$ cat src/rtl/ps2_frame_receiver.sv
// Purpose : receives 11-bit PS/2 device frames (start, 8 data LSB first, parity, stop)
//           and presents the data byte plus raw parity bit to a downstream checker.
// Latency : frameValid rises on the 3rd clk edge after the edge that first samples
//           ps2Clk low for the stop bit (2 sync flops + 1 registered edge detect).
// Backpressure : none; the PS/2 device cannot be stalled, so every result is a
//           one-cycle pulse and the data/parity outputs hold until the next good frame.
//
// Ports:
//   clk, reset        system clock, synchronous active-high reset
//   ps2Clk, ps2Data   raw PS/2 lines, asynchronous to clk
//   scanCodeForCheck  last good data byte
//   parityCheckBit    parity bit received with scanCodeForCheck (not evaluated here)
//   frameValid        one-cycle pulse: new scanCodeForCheck/parityCheckBit pair
//   framingError      one-cycle pulse: bad stop bit or inter-edge timeout
module ps2_frame_receiver #(
   parameter int unsigned TIMEOUT_CYCLES = 5000
) (
   input  logic       clk,
   input  logic       reset,
   input  logic       ps2Clk,
   input  logic       ps2Data,
   output logic [7:0] scanCodeForCheck,
   output logic       parityCheckBit,
   output logic       frameValid,
   output logic       framingError
);

   typedef enum logic [1:0] {IDLE, DATA, PARITY, STOP} state_t;

   localparam logic [15:0] TIMEOUT_LAST = 16'(TIMEOUT_CYCLES - 1);

   // Synchronizers and edge detect; all reset to the idle-high line level so
   // leaving reset never looks like a falling edge.
   logic clk_s1_q, clk_s1_d;
   logic clk_s2_q, clk_s2_d;       // sClk
   logic prev_clk_q, prev_clk_d;
   logic data_s1_q, data_s1_d;
   logic data_s2_q, data_s2_d;     // sData
   logic fall_edge_q, fall_edge_d;
   logic data_smp_q, data_smp_d;   // sData captured alongside fall_edge_q

   state_t      state_q, state_d;
   logic [2:0]  bit_cnt_q, bit_cnt_d;
   logic [7:0]  shift_q, shift_d;
   logic        par_q, par_d;
   logic [15:0] idle_cnt_q, idle_cnt_d;
   logic [7:0]  scan_q, scan_d;
   logic        par_out_q, par_out_d;
   logic        frame_vld_q, frame_vld_d;
   logic        frame_err_q, frame_err_d;

   always_comb begin
      clk_s1_d    = ps2Clk;
      clk_s2_d    = clk_s1_q;
      prev_clk_d  = clk_s2_q;
      data_s1_d   = ps2Data;
      data_s2_d   = data_s1_q;
      fall_edge_d = prev_clk_q & ~clk_s2_q;
      data_smp_d  = data_s2_q;
   end

   always_comb begin
      state_d     = state_q;
      bit_cnt_d   = bit_cnt_q;
      shift_d     = shift_q;
      par_d       = par_q;
      scan_d      = scan_q;
      par_out_d   = par_out_q;
      frame_vld_d = 1'b0;
      frame_err_d = 1'b0;

      // Idle counter measures time since the last accepted edge of a frame.
      if (state_q == IDLE || fall_edge_q) begin
         idle_cnt_d = 16'd0;
      end else begin
         idle_cnt_d = idle_cnt_q + 16'd1;
      end

      if (fall_edge_q) begin
         // An edge always takes priority over a coincident timeout.
         unique case (state_q)
            IDLE: begin
               if (!data_smp_q) begin
                  state_d   = DATA;
                  bit_cnt_d = 3'd0;
               end
            end
            DATA: begin
               shift_d = {data_smp_q, shift_q[7:1]};
               if (bit_cnt_q == 3'd7) begin
                  state_d = PARITY;
               end else begin
                  bit_cnt_d = bit_cnt_q + 3'd1;
               end
            end
            PARITY: begin
               par_d   = data_smp_q;
               state_d = STOP;
            end
            STOP: begin
               if (data_smp_q) begin
                  scan_d      = shift_q;
                  par_out_d   = par_q;
                  frame_vld_d = 1'b1;
               end else begin
                  frame_err_d = 1'b1;
               end
               state_d = IDLE;
            end
            default: state_d = IDLE;
         endcase
      end else if (state_q != IDLE && idle_cnt_q == TIMEOUT_LAST) begin
         state_d     = IDLE;
         idle_cnt_d  = 16'd0;
         frame_err_d = 1'b1;
      end
   end

   always_ff @(posedge clk) begin
      if (reset) begin
         clk_s1_q    <= 1'b1;
         clk_s2_q    <= 1'b1;
         prev_clk_q  <= 1'b1;
         data_s1_q   <= 1'b1;
         data_s2_q   <= 1'b1;
         fall_edge_q <= 1'b0;
         data_smp_q  <= 1'b1;
         state_q     <= IDLE;
         bit_cnt_q   <= 3'd0;
         shift_q     <= 8'd0;
         par_q       <= 1'b0;
         idle_cnt_q  <= 16'd0;
         scan_q      <= 8'd0;
         par_out_q   <= 1'b0;
         frame_vld_q <= 1'b0;
         frame_err_q <= 1'b0;
      end else begin
         clk_s1_q    <= clk_s1_d;
         clk_s2_q    <= clk_s2_d;
         prev_clk_q  <= prev_clk_d;
         data_s1_q   <= data_s1_d;
         data_s2_q   <= data_s2_d;
         fall_edge_q <= fall_edge_d;
         data_smp_q  <= data_smp_d;
         state_q     <= state_d;
         bit_cnt_q   <= bit_cnt_d;
         shift_q     <= shift_d;
         par_q       <= par_d;
         idle_cnt_q  <= idle_cnt_d;
         scan_q      <= scan_d;
         par_out_q   <= par_out_d;
         frame_vld_q <= frame_vld_d;
         frame_err_q <= frame_err_d;
      end
   end

   assign scanCodeForCheck = scan_q;
   assign parityCheckBit   = par_out_q;
   assign frameValid       = frame_vld_q;
   assign framingError     = frame_err_q;

endmodule

$ cat config.mk
export PLATFORM = sky130hd
export DESIGN_NAME = ps2_frame_receiver
export DESIGN_NICKNAME = d
export VERILOG_FILES = /design/src/rtl/ps2_frame_receiver.sv
export SDC_FILE = /design/constraint.sdc
export NUM_CORES = 1
export LEC_CHECK = 0
export ABC_AREA = 1
export ABC_CLOCK_PERIOD_IN_PS = 1200
export BUFFER_PORTS_ARGS = -buffer_cell sky130_fd_sc_hd__buf_2
export CAP_MARGIN = 20
export CORE_MARGIN = 2
export CORE_UTILIZATION = 55
export CTS_BUF_LIST = sky130_fd_sc_hd__clkbuf_8
export CTS_CLUSTER_DIAMETER = 120
export DETAILED_ROUTE_END_ITERATION = 6
export PLACE_DENSITY_LB_ADDON = 0.05
export SLEW_MARGIN = 25
export SYNTH_ARGS = -nofsm -noshare
export SYNTH_HDL_FRONTEND = slang
export SYNTH_SLANG_ARGS = --single-unit
$ cat constraint.sdc
create_clock -name clk -period 1.2 [get_ports clk]
set_input_delay 0.24 -clock clk [delete_from_list [all_inputs] [get_ports clk]]
set_output_delay 0.24 -clock clk [all_outputs]
set_load 0.02 [all_outputs]
# Yosys cells after proc, flatten, opt, wreduce, memory -nomap -nowiden
# Cells that the tools add are included.
# Widths: inputs -> output; s select.
[word_totals] reg_bits=48 input_bits=4 out_inout_bits=11 word_cells=59
[op_classes] add_sub_neg=2 eq_ne=9 mux=16 bitwise=4 n_reduce_logical=12
[op_table] operator="$mux 16" n=3
[op_table] operator="$add 16x1->16 const B" n=1
[op_table] operator="$eq 16x13->1 const B" n=1
[op_table] operator="$mux 2" n=4
[op_table] operator="$pmux 2 s4" n=1
[op_table] operator="$mux 3" n=2
[op_table] operator="$ne 3x3->1 const B" n=2
[op_table] operator="$pmux 3 s2" n=1
[op_table] operator="$reduce_and 3->1" n=2
[op_table] operator="$reduce_bool 2->1" n=3
[op_table] operator="$mux 1" n=5
[op_table] operator="$eq 2x2->1 const B" n=2
[op_table] operator="$ne 2x2->1 const B" n=2
[op_table] operator="$reduce_and 2->1" n=2
[op_table] operator="$reduce_and 4->1" n=1
[op_table] operator="$add 3x1->3 const B" n=1
[op_table] operator="$eq 3x3->1 const B" n=1
[op_table] operator="$not 1->1" n=3
[op_table] operator="$reduce_or 3->1" n=1
[op_table] operator="$eq 2x1->1 const B" n=1
[op_table] operator="$logic_not 2->1" n=1
[op_table] operator="$and 1x1->1" n=1
[op_table] operator="$logic_and 1x1->1" n=1
[op_table] operator="$logic_or 1x1->1" n=1

# Longest topological paths before layout
[depth] ltp_word=5 mapped_depth=9 mapped_depth_nobuf=9

# Worst setup path after synthesis
# Ideal clock, no wire load.
[synth_path] path_type="flip-flop to flip-flop" startpoint="register state_q[1]" endpoint="register shift_q[7]" setup_ns=0.120 arrival_ns=1.193 required_ns=1.080 slack_ns=-0.112 stages_incl_launch_ff=7 n_path_buf=0 period_less_slack_ns=1.312 path_cell_list="dfxtp_1 -> inv_1 -> ha_1 -> nand2_1 -> clkinv_1 -> o21ai_0 -> a21oi_1"
[synth_via] elab_chain_cells=2
[synth_rtl] element="from (decl)" line="42" rtl="state_t state_q, state_d;"
[synth_rtl] element="from (signal assigned)" line="145" rtl="state_q <= state_d;"
[synth_rtl] element="$eq 2x1->1" line="81" rtl="unique case (state_q)"
[synth_rtl] element="$reduce_and 2->1 (no source line)"
[synth_rtl] element="to (signal assigned)" line="147" rtl="shift_q <= shift_d;"
[synth_rtl] element="to (decl)" line="44" rtl="logic [7:0] shift_q, shift_d;"
# Every way passes these cells.
# A chain may end at the register's enable or synchronous reset.

# Worst setup path in the final report
[layout_path] startpoint="register bit_cnt_q[0]" endpoint="register bit_cnt_q[1]"
[layout_via] elab_chain_cells=3 elab_cells_between_ends=6 cone_classes="add/sub (1); eq/ne (2); mux (2); reduce/logical (1)"
[layout_rtl] element="from (decl)" line="43" rtl="logic [2:0] bit_cnt_q, bit_cnt_d;"
[layout_rtl] element="from (signal assigned)" line="146" rtl="bit_cnt_q <= bit_cnt_d;"
[layout_rtl] element="$add 3x1->3 or $eq 3x3->1 (tied branches)" line="93, 90"
[layout_rtl] element="$mux 3 or $ne 2x2->1 (tied branches)"
[layout_rtl] element="$pmux 3 s2 or $reduce_and 4->1 (tied branches)"
# Several ways; a longest one is shown, not always the timed one. The select of a mux whose other input is x is not followed.

==> results.md <==
* Number of nets in the final layout at about 320
* DRC violations left at 0
* Reg-to-Reg Start: bit_cnt_q[0]
* Combinational fraction of design power at 0.022
* First-pass GRT wire length at 7360 µm
* Switching pwr at 0.611 mW
* Switching Share at 0.214
* Die area at 4170 µm²
* Dpl hpwl at about 2800 µm
* Share of cells above drive strength 1 at 0.463
* Final cell count without fillers at roughly 360
* Peak supply drop at 0.782 mV
* Initial DRC count at just under 100
* Syn avg cell area at around 8 µm²
* Most area-consuming cells after synthesis: dfxtp_1, nor2_1, inv_1
* # clock sinks at between 40 and 50
* Worst-path fanout max at 5
* Vias in the first global route at 1662
* Reg-to-reg endpoint: bit_cnt_q[1]
* TritonCTS clock tree: done
* Max Slew Vio Count at 0
* Routability cong. at 0.826
* Part of the Yosys area used for sequential elements at 0.476
* Clock Latency Late Sink at around 300 ps
* Final Cycle Share at 1.08
* Post-synthesis cell type count at 29
* Leakage at about 1.1 nW
* Area growth syn-to-layout at 42.6%
* Setup tns final at -922 ps
* Post-synth top area cell: dfxtp_1
* PnR worst setup slack at -98.3 ps
* # rows at 22
* Hold buffer count at cts at 0
* First-pass detailed-route iteration total at 4
* Number of vias per cell at ~5.0
* Cells on Worst Hold Path at 2
* Area post-placement at about 2400 µm²
* Util after Layout at 0.798
* Arrival time of the worst setup path at about 1500 ps
* Status: finished, violations left
* Endpoints failing hold at 0
* RSZ-0062 raised after global routing: true
* FMAX at about 770 MHz
* Starting density of the core at 0.560
* Largest stage delay, worst path at about 350 ps
* Setup Skew at a little over 4 ps
* Failing checks: negative setup slack
* Overall Power at roughly 2.9 mW
* Global route total overflow at 0
* IO Port Bufs at 14
* Number of setup violations in the final report at 19
* Yosys Warn Count at 0
* Crit path capture type: flip-flop
* Clock root cell: clkbuf_8
* Drt total wl at 4500 µm
* Placed Instances at about 340
* Buf/Inv on CP at 2
* Pwr/cell area at approximately 990 nW/µm²
* ANT cells at 0
* Largest net degree at the start of global routing at 20
* CP max stage cell: dfxtp_2
* Crit-path leading delay family: flip-flops
* Fill count at between 200 and 250
* Final min period at approximately 1300 ps
* Via count at 1794
* Seq pwr share at 0.559
* Core Area at approximately 3600 µm²
* H-tree depth at 2
* Die width at 64.6 µm
* Hold endpoint: data_s1_q
* Final Instance Area at 2880 µm²
* Clock edge transition at the registers on the reported setup and hold paths at ~90 ps
* Hold Path Class: in2reg
* GR Util met3 at 0.0503
* Layer with the highest usage: met2
* Die Ht at 64.6 µm
* Clock Power Share at 0.419
* M2 GR Usage at 0.367
* Final antenna-violating net count at 0
* Worst Max-Slew Pin Slew at ~290 ps
* WP data required at 1440 ps
* FF+latch count, synth at 48
* Power Internal at between 2 and 2.5 mW
* Yosys top cell area share at 0.476
* CP cell instances: ha_4 -> ha_4 -> inv_2 -> nand2_2 -> o21ai_2 -> nand2_2 -> inv_2 -> nand3_2 -> a21oi_2
* Max clock buf depth at 2
* Reg2Reg Depth at 9
* Startpoint types: flip-flop
* Most frequent cells in the layout: nor2_1, dfxtp_1, buf_4, inv_1
* Reg2reg setup slack at -100 ps
* Max Cap Viol at 0
* Cell area after synthesis at approximately 2000 µm²
* Critical path type: reg2reg
* Initial antenna violation count at 0
* Total CTS buffers at 5
* Avg WL per Cell at 12.5 µm
* GRT Overall Usage at 0.230
* Syn Inst Count at roughly 260
* Max-slew headroom at 0.809
* Met1 Use GR at 0.299
* Min-delay src: ps2Data
* Syn_nets at 266
* Commonest non-fill, non-tap cell in the layout: nor2_1
* # IOs at 15
## flip-flops by register name, summed over array words and instances (netlist names), 2 cells and up
register	count
bit_cnt_q	3
idle_cnt_q	16
scanCodeForCheck	8
shift_q	8
state_q	2
## power groups by stage
stage                     Clock, mW  Sequential (mW)  Combinational [mW]
after detailed placement          0             1.64              0.0517
after CTS                      1.22             1.60              0.0577
final                          1.20             1.59              0.0636
after global placement            0             1.64              0.0504
after global routing           1.28             1.60              0.0713
after floorplan                   0             1.64              0.0364
## per-stage QoR
step | hold WS (ps) | worst slack, ps
6_report | 110 | -98.3
5_1_grt | 109 | -169
4_1_cts | 101 | -48.6
3_5_place_dp | 399 | -225
3_3_place_gp | 395 | -182
2_1_floorplan | 344 | 0.261
## kinds of logic after synthesis
kind of cell,Yosys count,synth area share
AND/OR/NAND/NOR,113,0.267
flip-flops,48,0.476
AO/OA/AOI/OAI,42,0.108
buffers and inverters,39,0.0793
adder cells (fa/ha/maj),7,0.0434
XOR/XNOR,6,0.0260
## how the worst max path moves through the flow
| stage | start | to | cells past startpoint |
|---|---|---|---|
| 3_5_place_dp | state_q[1] | idle_cnt_q[11] | 5 |
| 5_1_grt | bit_cnt_q[0] | bit_cnt_q[1] | 9 |
| 4_1_cts | idle_cnt_q[0] | idle_cnt_q[11] | 8 |
| 3_3_place_gp | idle_cnt_q[0] | idle_cnt_q[11] | 8 |
| 2_1_floorplan | idle_cnt_q[0] | idle_cnt_q[6] | 9 |
| 6_report | bit_cnt_q[0] | bit_cnt_q[1] | 9 |
## what timing repair did
| action | CTS | global route |
|---|---|---|
| cloned | 1 | 0 |
| buffers inserted | 7 | 1 |
| gates resized for setup | 42 | 50 |
| pin swaps | 19 | 14 |
| endpoints found under the setup margin | 27 | 36 |
| endpoints found under the hold margin | 0 | 0 |
## routing by layer
metal	vias up	routed length, µm
li1	937	-
met1	828	2100
met2	24	2200
met3	5	134
met4	0	69
met5	-	0
## synth_stat cells
master,number
nand3_1,14
clkbuf_1,1
nand2_1,26
xor2_1,6
buf_6,1
or2_2,6
buf_4,1
nor4_1,2
dfxtp_1,48
buf_2,2
nand4_1,2
nor2_1,46
a311oi_1,1
nor2_2,1
clkinv_1,1
inv_1,32
buf_1,1
ha_1,7
nor3_1,5
a211oi_1,1
nor3b_2,1
a21oi_1,19
o21ai_0,20
a21boi_1,1
nor3b_1,1
nor3_2,3
nor3_4,1
nand2_2,3
nand3_2,2
## area by class of cell
cell class	count	area, µm²	share of cell area
tap	48	60.1	0.0209
multi-input combinational	169	1200	0.415
clock inverter	3	47.5	0.0165
sequential	48	987	0.343
inverter	33	129	0.0448
clock buffer	5	68.8	0.0239
timing repair buffer	53	390	0.136
Power figures use the tool's default switching activity.
